<file path="config.mk">
export PLATFORM = sky130hd
export DESIGN_NAME = arm_control_unit_flat
export DESIGN_NICKNAME = d
export VERILOG_FILES = /design/src/rtl/arm_control_unit_if.sv /design/src/rtl/arm_control_unit.sv /design/src/flat_wrapper.sv
export SDC_FILE = /design/constraint.sdc
export NUM_CORES = 1
export LEC_CHECK = 0
export BUFFER_PORTS_ARGS = -buffer_cell sky130_fd_sc_hd__buf_2
export CORE_MARGIN = 1.5
export CORE_UTILIZATION = 36
export DETAILED_ROUTE_END_ITERATION = 8
export GPL_ROUTABILITY_DRIVEN = 1
export GPL_TIMING_DRIVEN = 1
export PLACE_DENSITY = 0.87
export SLEW_MARGIN = 30
export SYNTH_ARGS = -nofsm -noshare
export SYNTH_HDL_FRONTEND = slang
export SYNTH_SLANG_ARGS = --single-unit
</file>
<file path="constraint.sdc">
create_clock -name clk -period 1.7 [get_ports clk]
set_input_delay 0.17 -clock clk [delete_from_list [all_inputs] [get_ports clk]]
set_output_delay 0.17 -clock clk [all_outputs]
set_load 0.03 [all_outputs]
</file>
<file path="src/rtl/arm_control_unit_if.sv">
// Control bundle between the ARM-subset control unit and its datapath.
// The control unit takes the master modport; the datapath/RAM side takes the slave modport.
interface arm_control_unit_if;
  logic [31:0] IR;
  logic        MOC;
  logic        COND;
  logic        debug;
  logic        FR_ld;
  logic        RF_ld;
  logic        IR_ld;
  logic        MAR_ld;
  logic        MDR_ld;
  logic        R_W;
  logic        MOV;
  logic [1:0]  MA;
  logic [1:0]  MB;
  logic [1:0]  MC;
  logic        MD;
  logic        ME;
  logic [4:0]  OP;
  logic [1:0]  DT;
  logic [3:0]  CCU;
  logic        SIGN;
  logic [3:0]  ACU;

  modport master (
    input  IR, MOC, COND, debug,
    output FR_ld, RF_ld, IR_ld, MAR_ld, MDR_ld, R_W, MOV,
           MA, MB, MC, MD, ME, OP, DT, CCU, SIGN, ACU
  );

  modport slave (
    output IR, MOC, COND, debug,
    input  FR_ld, RF_ld, IR_ld, MAR_ld, MDR_ld, R_W, MOV,
           MA, MB, MC, MD, ME, OP, DT, CCU, SIGN, ACU
  );
endinterface

</file>
<file path="src/rtl/arm_control_unit.sv">
// Moore FSM sequencing fetch, decode and execute of ARM-subset data-processing,
// LDR/STR and B/BL instructions; every datapath control comes from state plus IR.
module arm_control_unit (
  input  logic                clk,
  input  logic                clr,
  arm_control_unit_if.master  bus
);

  typedef enum logic [3:0] {
    S0  = 4'd0,
    S1  = 4'd1,
    S2  = 4'd2,
    S3  = 4'd3,
    S4  = 4'd4,
    S5  = 4'd5,
    S6  = 4'd6,
    S7  = 4'd7,
    S8  = 4'd8,
    S9  = 4'd9,
    S10 = 4'd10,
    S12 = 4'd12,
    S13 = 4'd13
  } state_t;

  state_t state_q, state_d;

  // debug only steers simulation printing; the unused IR bits are decoded elsewhere
  logic unused_in;
  assign unused_in = ^{bus.debug, bus.IR[31:28], bus.IR[19:0]};

  always_ff @(posedge clk or negedge clr) begin
    if (!clr) state_q <= S0;
    else      state_q <= state_d;
  end

  always_comb begin
    state_d = state_q;
    case (state_q)
      S0:  state_d = S1;
      S1:  state_d = S2;
      S2:  state_d = S3;
      S3:  state_d = bus.MOC ? S4 : S3;
      S4: begin
        if (!bus.COND)                 state_d = S1;
        else if (bus.IR[27:26] == 2'b00) state_d = S5;
        else if (bus.IR[27:26] == 2'b01) state_d = S6;
        else if (bus.IR[27:25] == 3'b101) state_d = bus.IR[24] ? S12 : S13;
        else                           state_d = S1;
      end
      S5:  state_d = S1;
      S6:  state_d = bus.IR[20] ? S9 : S7;
      S7:  state_d = S8;
      S8:  state_d = bus.MOC ? S1 : S8;
      S9:  state_d = bus.MOC ? S10 : S9;
      S10: state_d = S1;
      S12: state_d = S13;
      S13: state_d = S1;
      default: state_d = S0;
    endcase
  end

  always_comb begin
    bus.FR_ld  = 1'b0;
    bus.RF_ld  = 1'b0;
    bus.IR_ld  = 1'b0;
    bus.MAR_ld = 1'b0;
    bus.MDR_ld = 1'b0;
    bus.R_W    = 1'b0;
    bus.MOV    = 1'b0;
    bus.MA     = 2'b00;
    bus.MB     = 2'b00;
    bus.MC     = 2'b00;
    bus.MD     = 1'b0;
    bus.ME     = 1'b0;
    bus.OP     = 5'b00000;
    bus.DT     = 2'b00;
    bus.CCU    = 4'b0000;
    bus.SIGN   = 1'b0;
    bus.ACU    = 4'b0000;
    case (state_q)
      S1: begin
        bus.MA = 2'b10; bus.MB = 2'b11; bus.MD = 1'b1; bus.OP = 5'b10000;
        bus.MAR_ld = 1'b1;
      end
      S2: begin
        bus.MA = 2'b10; bus.MC = 2'b01; bus.MD = 1'b1; bus.OP = 5'b10001;
        bus.RF_ld = 1'b1;
      end
      S3: begin
        bus.MOV = 1'b1; bus.R_W = 1'b1; bus.DT = 2'b10; bus.IR_ld = 1'b1;
      end
      S5: begin
        // compare/test opcodes only update flags, never a destination register
        bus.MB = 2'b01;
        bus.RF_ld = (bus.IR[24:23] != 2'b10);
        bus.FR_ld = bus.IR[20];
      end
      S6: begin
        bus.MB = 2'b01; bus.MD = 1'b1;
        bus.OP = bus.IR[23] ? 5'b00100 : 5'b00010;
        bus.MAR_ld = 1'b1;
      end
      S7: begin
        bus.MA = 2'b01; bus.MD = 1'b1; bus.OP = 5'b10000;
        bus.ME = 1'b1; bus.MDR_ld = 1'b1;
      end
      S8: begin
        bus.MOV = 1'b1; bus.R_W = 1'b0;
        bus.DT = bus.IR[22] ? 2'b00 : 2'b10;
      end
      S9: begin
        bus.MOV = 1'b1; bus.R_W = 1'b1;
        bus.DT = bus.IR[22] ? 2'b00 : 2'b10;
        bus.MDR_ld = 1'b1;
      end
      S10: begin
        bus.MB = 2'b10; bus.MD = 1'b1; bus.OP = 5'b01101; bus.RF_ld = 1'b1;
      end
      S12: begin
        bus.MA = 2'b10; bus.MD = 1'b1; bus.OP = 5'b10000;
        bus.MC = 2'b11; bus.CCU = 4'b1110; bus.RF_ld = 1'b1;
      end
      S13: begin
        bus.MA = 2'b10; bus.MB = 2'b01; bus.MD = 1'b1; bus.OP = 5'b00100;
        bus.MC = 2'b01; bus.RF_ld = 1'b1;
      end
      default: ;
    endcase
  end

endmodule

</file>
<file path="src/flat_wrapper.sv">
// flat-port wrapper written by rule: the top's interface ports become plain ports
module arm_control_unit_flat 
  (clk, clr, bus_IR, bus_MOC, bus_COND, bus_debug, bus_FR_ld, bus_RF_ld, bus_IR_ld, bus_MAR_ld, bus_MDR_ld, bus_R_W, bus_MOV, bus_MA, bus_MB, bus_MC, bus_MD, bus_ME, bus_OP, bus_DT, bus_CCU, bus_SIGN, bus_ACU);
  arm_control_unit_if bus_i ();
  input  logic clk;
  input  logic clr;
  input wire logic [$bits(bus_i.IR)-1:0] bus_IR;
  input wire logic [$bits(bus_i.MOC)-1:0] bus_MOC;
  input wire logic [$bits(bus_i.COND)-1:0] bus_COND;
  input wire logic [$bits(bus_i.debug)-1:0] bus_debug;
  output wire logic [$bits(bus_i.FR_ld)-1:0] bus_FR_ld;
  output wire logic [$bits(bus_i.RF_ld)-1:0] bus_RF_ld;
  output wire logic [$bits(bus_i.IR_ld)-1:0] bus_IR_ld;
  output wire logic [$bits(bus_i.MAR_ld)-1:0] bus_MAR_ld;
  output wire logic [$bits(bus_i.MDR_ld)-1:0] bus_MDR_ld;
  output wire logic [$bits(bus_i.R_W)-1:0] bus_R_W;
  output wire logic [$bits(bus_i.MOV)-1:0] bus_MOV;
  output wire logic [$bits(bus_i.MA)-1:0] bus_MA;
  output wire logic [$bits(bus_i.MB)-1:0] bus_MB;
  output wire logic [$bits(bus_i.MC)-1:0] bus_MC;
  output wire logic [$bits(bus_i.MD)-1:0] bus_MD;
  output wire logic [$bits(bus_i.ME)-1:0] bus_ME;
  output wire logic [$bits(bus_i.OP)-1:0] bus_OP;
  output wire logic [$bits(bus_i.DT)-1:0] bus_DT;
  output wire logic [$bits(bus_i.CCU)-1:0] bus_CCU;
  output wire logic [$bits(bus_i.SIGN)-1:0] bus_SIGN;
  output wire logic [$bits(bus_i.ACU)-1:0] bus_ACU;
  assign bus_i.IR = bus_IR;
  assign bus_i.MOC = bus_MOC;
  assign bus_i.COND = bus_COND;
  assign bus_i.debug = bus_debug;
  assign bus_FR_ld = bus_i.FR_ld;
  assign bus_RF_ld = bus_i.RF_ld;
  assign bus_IR_ld = bus_i.IR_ld;
  assign bus_MAR_ld = bus_i.MAR_ld;
  assign bus_MDR_ld = bus_i.MDR_ld;
  assign bus_R_W = bus_i.R_W;
  assign bus_MOV = bus_i.MOV;
  assign bus_MA = bus_i.MA;
  assign bus_MB = bus_i.MB;
  assign bus_MC = bus_i.MC;
  assign bus_MD = bus_i.MD;
  assign bus_ME = bus_i.ME;
  assign bus_OP = bus_i.OP;
  assign bus_DT = bus_i.DT;
  assign bus_CCU = bus_i.CCU;
  assign bus_SIGN = bus_i.SIGN;
  assign bus_ACU = bus_i.ACU;
  arm_control_unit u_core (.clk(clk), .clr(clr), .bus(bus_i));
endmodule
</file>
==> run summary, run 1 <==
The flow ran to the end, and the final reports show no timing, DRC or antenna violations. The share of flip-flops with an asynchronous set or reset came out at 1.00. The number of buffers and inverters on the critical path is 1.

The floorplan row count is 15. Of the total power, the share spent switching nets is 0.592. In this run the power spent charging and discharging nets is around 1.4 mW.

Setup slack on the worst reg-to-reg path comes out at 330 ps. Traced cell by cell, the critical path runs through and2b_2, nand2b_2, nand2_1, a32o_1, buf_4. The clock-pin slew on the worst setup and hold paths came out at roughly 30 ps. The count of unresolved DRC violations after routing is 0.

The area overhead of the layout relative to synthesis came out at 34.6%. CTS saw 4 sinks. The number of antenna violations at the first check in global routing is 0.

The via density per instance is about 5.0. The number of hold violations in the final report came out at 0. The count of state elements after synthesis came out at 4.

The first global-routing pass estimated about 2900 µm of wire. The post-detailed-route count of antenna-violating nets came out at 0. The count of unique library cells instantiated by Yosys is 36. The antenna diode count is 0. The routability-driven placement congestion ratio is between 0.8 and 0.9. The biggest fanout along the worst timing path came out at 7. The fraction of power consumed by the clock network came out at 0.048.

The number of maximum-capacitance constraint violations came out at 0. The worst setup slack after placement came out at roughly 130 ps. Of the cells placed in the final design, the portion with a size suffix greater than 1 is 0.426. The library cell used most frequently in the layout, excluding fill and tap cells, is buf_2. The netlist area before placement is 691 µm².

The die span in y is around 47 µm. For this block, the routed nets add up to a little under 2000 µm of wire. The total of endpoints with negative setup slack in the final report is 0. TritonCTS built the clock tree. The worst hold slack is between 200 and 300 ps. The maximum count of clock buffers along a single path came out at 2. The routed wirelength normalized by instance count came out at 12.0 µm.

The routed layout has around 840 vias. The starting density of the core came out at 0.391. The combinational power share is 0.854.

The floorplan die area came out at 2190 µm². Input and output buffers added on the ports amount to 34. Global routing finished with a remaining overflow of 0.

The count of yosys warnings during synthesis is 0. The root buffer cell chosen for the clock tree is clkbuf_4. The sequential cell fraction of total power is 0.098.

The highest attainable clock frequency came out at 0.608 GHz. The detailed placement HPWL came out at approximately 1400 µm. In the synthesized netlist the dominant register cell turns out to be dfrtp_1.

The setup path with the least slack is of type flip-flop to output pin. The area used by sequential logic in the layout is 104 µm². Total power for the finished layout comes to about 2.4 mW. The register with the most flip-flops in the layout has 4 of them. The worst path setup slack after routing came out at approximately 55 ps. The final net count is 180. STA classifies the critical path endpoint as an output pin. The area of combinational cells with multiple inputs came out at slightly below 500 µm². The type of the tightest min-delay check is primary input to flip-flop.

Clock latency on the worst-skew pair, taken at its later pin, is 230 ps. The portion of the clock cycle consumed by the worst path in the final layout is 0.968. In this run the power density over the cells is between 2000 and 3000 nW/µm². The detailed router finished its first iteration with 47 violations. For this run, the total global-route usage over all layers was measured as 0.184. The worst setup skew after layout came out at around 1.3 ps. The detailed-router iteration count before antenna repair came out at 7. Entering global routing, the biggest net connects 14 pins.

The startpoint type of the worst setup path is a flip-flop. The utilization after layout came out at 0.527. In the final layout, the registers with the most flip-flops are u_core.state_q (4).

In this run, CTS created clock tree buffers numbering 3. The highest cell delay on the worst timing path is approximately 440 ps. The routing usage on met3 is 0.0385. The mean post-synth cell area is around 6.8 µm². For this design, the slowest cell found on the critical path is dfrtp_2. The cell-internal power came out at ~1 mW. The worst-case IR drop observed on VDD is roughly 0.93 mV. The number of enable-type register cells in the synthesized netlist came out at 0.

The floorplan core area came out at 1760 µm². The arrival time of data at the critical path endpoint came out at 1480 ps. CTS built an H-tree with a depth of 1. The endpoint required time on the critical path is roughly 1500 ps. The fill cell instance count of the final layout is approximately 170. Grouping stages by cell kind, the critical path spends the most delay in flip-flops.

The met1 demand-to-capacity share in global routing is 0.199. The sequential area share after synthesis came out at 0.145. The count of pins on the block boundary is 68. Leaving out fill and tap cells, the most frequent cells in the layout are buf_2 (31), buf_4 (13), nor2_1 (10).

The number of max-slew violations in the final report came out at 0. The die boundary width came out at between 40 and 50 µm. The synthesized instance count is 102.

The number of global-route vias before repair came to between 600 and 700. The static power due to leakage is ~0.52 nW. The routed design could run at a clock period as short as 1650 ps. In the global route stage, met2 resource usage came out at 0.323. In this run the most used layer during global routing was met2. The register with the most flip-flops is u_core.state_q.
==> synth_stat cells, types with 3 or more instances <==
| library cell | n | area (µm²) |
|---|---|---|
| o21a_1 | 3 | 22.5 |
| o21ai_0 | 4 | 20.0 |
| nor2_1 | 11 | 41.3 |
| o21ai_1 | 3 | 15.0 |
| buf_2 | 3 | 15.0 |
| nand2b_1 | 9 | 56.3 |
| a21oi_1 | 8 | 40.0 |
| inv_1 | 4 | 15.0 |
| nand2_1 | 9 | 33.8 |
| dfrtp_1 | 4 | 100 |
| and2_1 | 3 | 18.8 |
| buf_4 | 12 | 90.1 |
==> cell families after synthesis <==
kind of cell | synth area share
and+or+nand+nor | 0.379
AOI/OAI and AO/OA | 0.250
buffers and inverters | 0.207
DFF | 0.145
muxes | 0.0145
other | 0.00543
==> worst paths after layout <==
path                                             start                           to  cells past startpoint
max reg2reg                u_core.state_q[1]$_DFF_PN0_  u_core.state_q[0]$_DFF_PN0_                      5
min in group asynchronous                          clr  u_core.state_q[2]$_DFF_PN0_                      2
max                        u_core.state_q[1]$_DFF_PN0_                    bus_OP[2]                      5
min                                            bus_MOC  u_core.state_q[1]$_DFF_PN0_                      3
max in group asynchronous                          clr  u_core.state_q[0]$_DFF_PN0_                      2
min reg2reg                u_core.state_q[2]$_DFF_PN0_  u_core.state_q[1]$_DFF_PN0_                      2
==> metal layers <==
layer | wire (µm) | share of wire | vias up
met3 | 140 | 0.070 | 11
met4 | 76 | 0.038 | 0
met2 | 1030 | 0.52 | 50
met5 | 0 | 0 | -
li1 | - | - | 406
met1 | 742 | 0.37 | 370
==> tightest hold or removal path: stages <==
cell	delay (ps)
buf_2	110
a21oi_1	60
o21ai_1	110
==> per-stage QoR <==
| step | instance area (µm²) | TNS, ps | std cells |
|---|---|---|---|
| after floorplan | 718 | 0 | 108 |
| after global placement | 822 | 0 | 154 |
| after detailed placement | 822 | 0 | 154 |
| after CTS | 891 | 0 | 162 |
| after global routing | 930 | -23.0 | 166 |
| final | 930 | 0 | 166 |
==> layout make-up <==
type,instances,share of cell area
inverters,4,0.0162
flip-flops and latches,4,0.112
clock buffers,3,0.0242
multi-input cells,83,0.518
repair buffers,47,0.296
well taps,25,0.0336
==> timing repair <==
item / in CTS / in global routing
hold buffers: 1 / 0
setup buffers: 4 / 4
setup endpoints to repair: 13 / 7
resized for setup: 4 / 9
hold endpoints to repair: 4 / 0
==> power by group through the flow <==
stage / clock [mW] / combinational, mW / sequential, mW
detailed placement: 0 / 1.79 / 0.263
floorplan: 0 / 1.50 / 0.184
finish: 0.115 / 2.03 / 0.232
global placement: 0 / 1.75 / 0.261
CTS: 0.119 / 1.90 / 0.246
global route: 0.130 / 2.18 / 0.247
(Power assumes the default switching activity.)
==> run 2, diff against run 1 <==
RECOVER_POWER = 100   (was unset)
==> run 2 against run 1 <==
Effect of this change: clock skew is 1.1 ps higher; setup slack worse by 5.2 ps; sequential power hardly changed; maximum frequency is 0.31% lower.
==> run summary, run 2 (synthesis results as in run 1) <==
The flow ran to the end, and the final reports show no timing, DRC or antenna violations. The clock latency reported for the late side of the worst-skew pair is approximately 240 ps. In the global route stage, overall resource usage came out at 0.184. The total wire length after detailed routing is just over 2000 µm. The routability-driven placement congestion ratio came out at between 0.8 and 0.9. The highest attainable clock frequency came out at about 0.61 GHz. Summing over every cut layer, the via total after detailed routing is about 850.

The startpoint of the worst register-to-register path is u_core.state_q[2]$_DFF_PN0_. The wire length of the first global-routing pass came out at between 2000 and 3000 µm. The signal on the critical path passes through and2b_2, nand2b_2, nand2_1, a32o_1, buf_4. The detailed placement HPWL came out at approximately 1400 µm. The first detailed-routing pass ran for 6 iterations. 0 antenna diodes ended up in the layout. The number of H-tree branching levels is 1. The post-detailed-route count of antenna-violating nets is 0. The fill cell instance count of the final layout is 170.

The arrival time of data at the critical path endpoint came out at roughly 1500 ps. The total power consumption of the routed design came out at 2.38 mW. The final net count came out at 180. The die is around 47 µm tall. The launch instance of the worst min-delay path is bus_MOC.

The endpoint required time on the critical path came out at roughly 1500 ps. In this run the tool buffered the top-level ports with 34 buffer cells. The clock-pin slew on the worst setup and hold paths is roughly 30 ps.

For hold timing, the worst endpoint is u_core.state_q[1]$_DFF_PN0_. The count of cells along the worst hold path came out at 3. The area of combinational cells with multiple inputs came out at around 480 µm². In this run the worst path has a maximum fanout of 7. The worst reg2reg path depth came out at 3. The floorplan die area is ~2200 µm². The number of antenna violations at the first check in global routing came out at 0.

The min-delay analysis places its worst path in the category primary input to flip-flop. The capturing point of the worst reg2reg path is u_core.state_q[2]$_DFF_PN0_. The critical-path cell with the highest stage delay is dfrtp_2.

The highest cell delay on the worst timing path is between 400 and 500 ps. The detailed router's first-iteration violation count came out at 39. The area overhead of the layout relative to synthesis is 34.4%.

Counting flops per register, the top entry is u_core.state_q. Dividing the detail-routed via count by the number of cells gives around 5.1. The floorplan core area is between 1500 and 2000 µm². The critical setup path kind is flip-flop to output pin.

Once placement finished, the instance area stood at 822 µm². Clock skew on the completed layout was measured at 2.41 ps. The count of unresolved DRC violations after routing is 0.

The floorplan row count came out at 15. Power spread over the standard cell area amounts to ~2600 nW/µm². The utilization after layout came out at 0.526. The total of endpoints with negative setup slack in the final report came out at 0.

The number of instances in the placed design came out at between 150 and 200. The sum of overflow across all layers after global routing came out at 0. The number of buffers created by CTS is 3. The maximum count of clock buffers along a single path came out at 2. The number of global-route vias before repair was 671. In the layout the commonest cells are buf_2 (30), buf_4 (13), nor2_1 (10). With fillers left out, the area of the finished cells amounts to just over 900 µm².

The starting density of the core is 0.391. The post-route setup TNS is 0 ps. The area used by sequential logic in the layout came out at approximately 100 µm².

The static power due to leakage came out at around 0.51 nW. The routed wirelength normalized by instance count is about 12 µm. In this run the clock root is driven by a clkbuf_4.

The maximum VDD drop came out at ~0.93 mV. The largest net degree at the start of global routing came out at 14. The count of pins on the block boundary came out at between 60 and 70.

STA classifies the critical path endpoint as an output pin. Once layout is complete, the cells apart from fillers number 166. The register with the most flip-flops in the layout has 4 of them. The startpoint type of the worst setup path is a flip-flop. The portion of the clock cycle consumed by the worst path in the final layout is 0.971. TritonCTS built the clock tree. The proportion of layout cells with a drive suffix above 1 is 0.418. The number of max-slew violations in the final report came out at 0. The largest registers in the layout are u_core.state_q (4).

Across the run, the number of max-cap violations was 0. The die boundary width is ~47 µm. Counting every sink on the clock net gives 4.

The clock period minus worst slack is approximately 1700 ps. The slack of the worst reg-to-reg path came out at 330 ps. The number of hold violations in the final report came out at 0. Leaving out fill and tap cells, the most frequent cell in the layout is buf_2.
[run 2: changes by cell type in the layout (fill, tap and decap cells not counted), sizes merged]
cell    before  now
clkbuf       5    6
buf         44   43
[run 2: worst max-delay path by stage]
stage                                startpoint   endpoint  slack (ps)
detailed placement  u_core.state_q[1]$_DFF_PN0_  bus_OP[2]         130
global placement    u_core.state_q[0]$_DFF_PN0_  bus_OP[2]         150
CTS                 u_core.state_q[1]$_DFF_PN0_  bus_OP[2]          10
global route        u_core.state_q[1]$_DFF_PN0_  bus_RF_ld         -10
finish              u_core.state_q[1]$_DFF_PN0_  bus_OP[2]          50
floorplan           u_core.state_q[3]$_DFF_PN0_  bus_RF_ld         110
[run 2: report_power, final]
group | internal, mW | total, mW | switching [mW]
Clock | 0.0790 | 0.119 | 0.0400
Combinational | 0.738 | 2.03 | 1.30
Sequential | 0.153 | 0.233 | 0.0802
[run 2: area by class of cell]
| cell class | instances | share of cell area |
|---|---|---|
| well taps | 25 | 0.0337 |
| repair buffers | 47 | 0.295 |
| multi-input cells | 83 | 0.519 |
| inverters | 4 | 0.0162 |
| flip-flops and latches | 4 | 0.112 |
| clock buffers | 3 | 0.0243 |
[run 2: per-stage QoR]
| stage | hold slack, ps | worst slack (ps) |
|---|---|---|
| floorplan | -126 | 110 |
| global placement | -21.1 | 151 |
| detailed placement | -17.4 | 128 |
| CTS | 256 | 13.7 |
| global route | 302 | -11.7 |
| finish | 258 | 49.7 |
[run 2: what timing repair did]
action | 4_1_cts | 5_1_grt
hold buffers | 1 | 0
endpoints found under the hold margin | 4 | 0
endpoints found under the setup margin | 13 | 7
gates resized for setup | 4 | 9
buffers inserted | 4 | 4
pin swaps | 0 | 0
[run 2: metal layers]
metal / up-vias / track usage / routed length (µm)
met3: 17 / 0.0385 / 142
met1: 381 / 0.199 / 764
met2: 48 / 0.323 / 1040
li1: 407 / - / -
met4: 0 / 0.117 / 75
met5: - / 0 / 0
[run 2: critical path: cells and delay by family, from the launching register on]
kind | cells | cell delay, ps
AO/OA/AOI/OAI | 1 | 200
buffers and inverters | 1 | 170
AND/OR/NAND/NOR | 3 | 430
flip-flops | 1 | 440
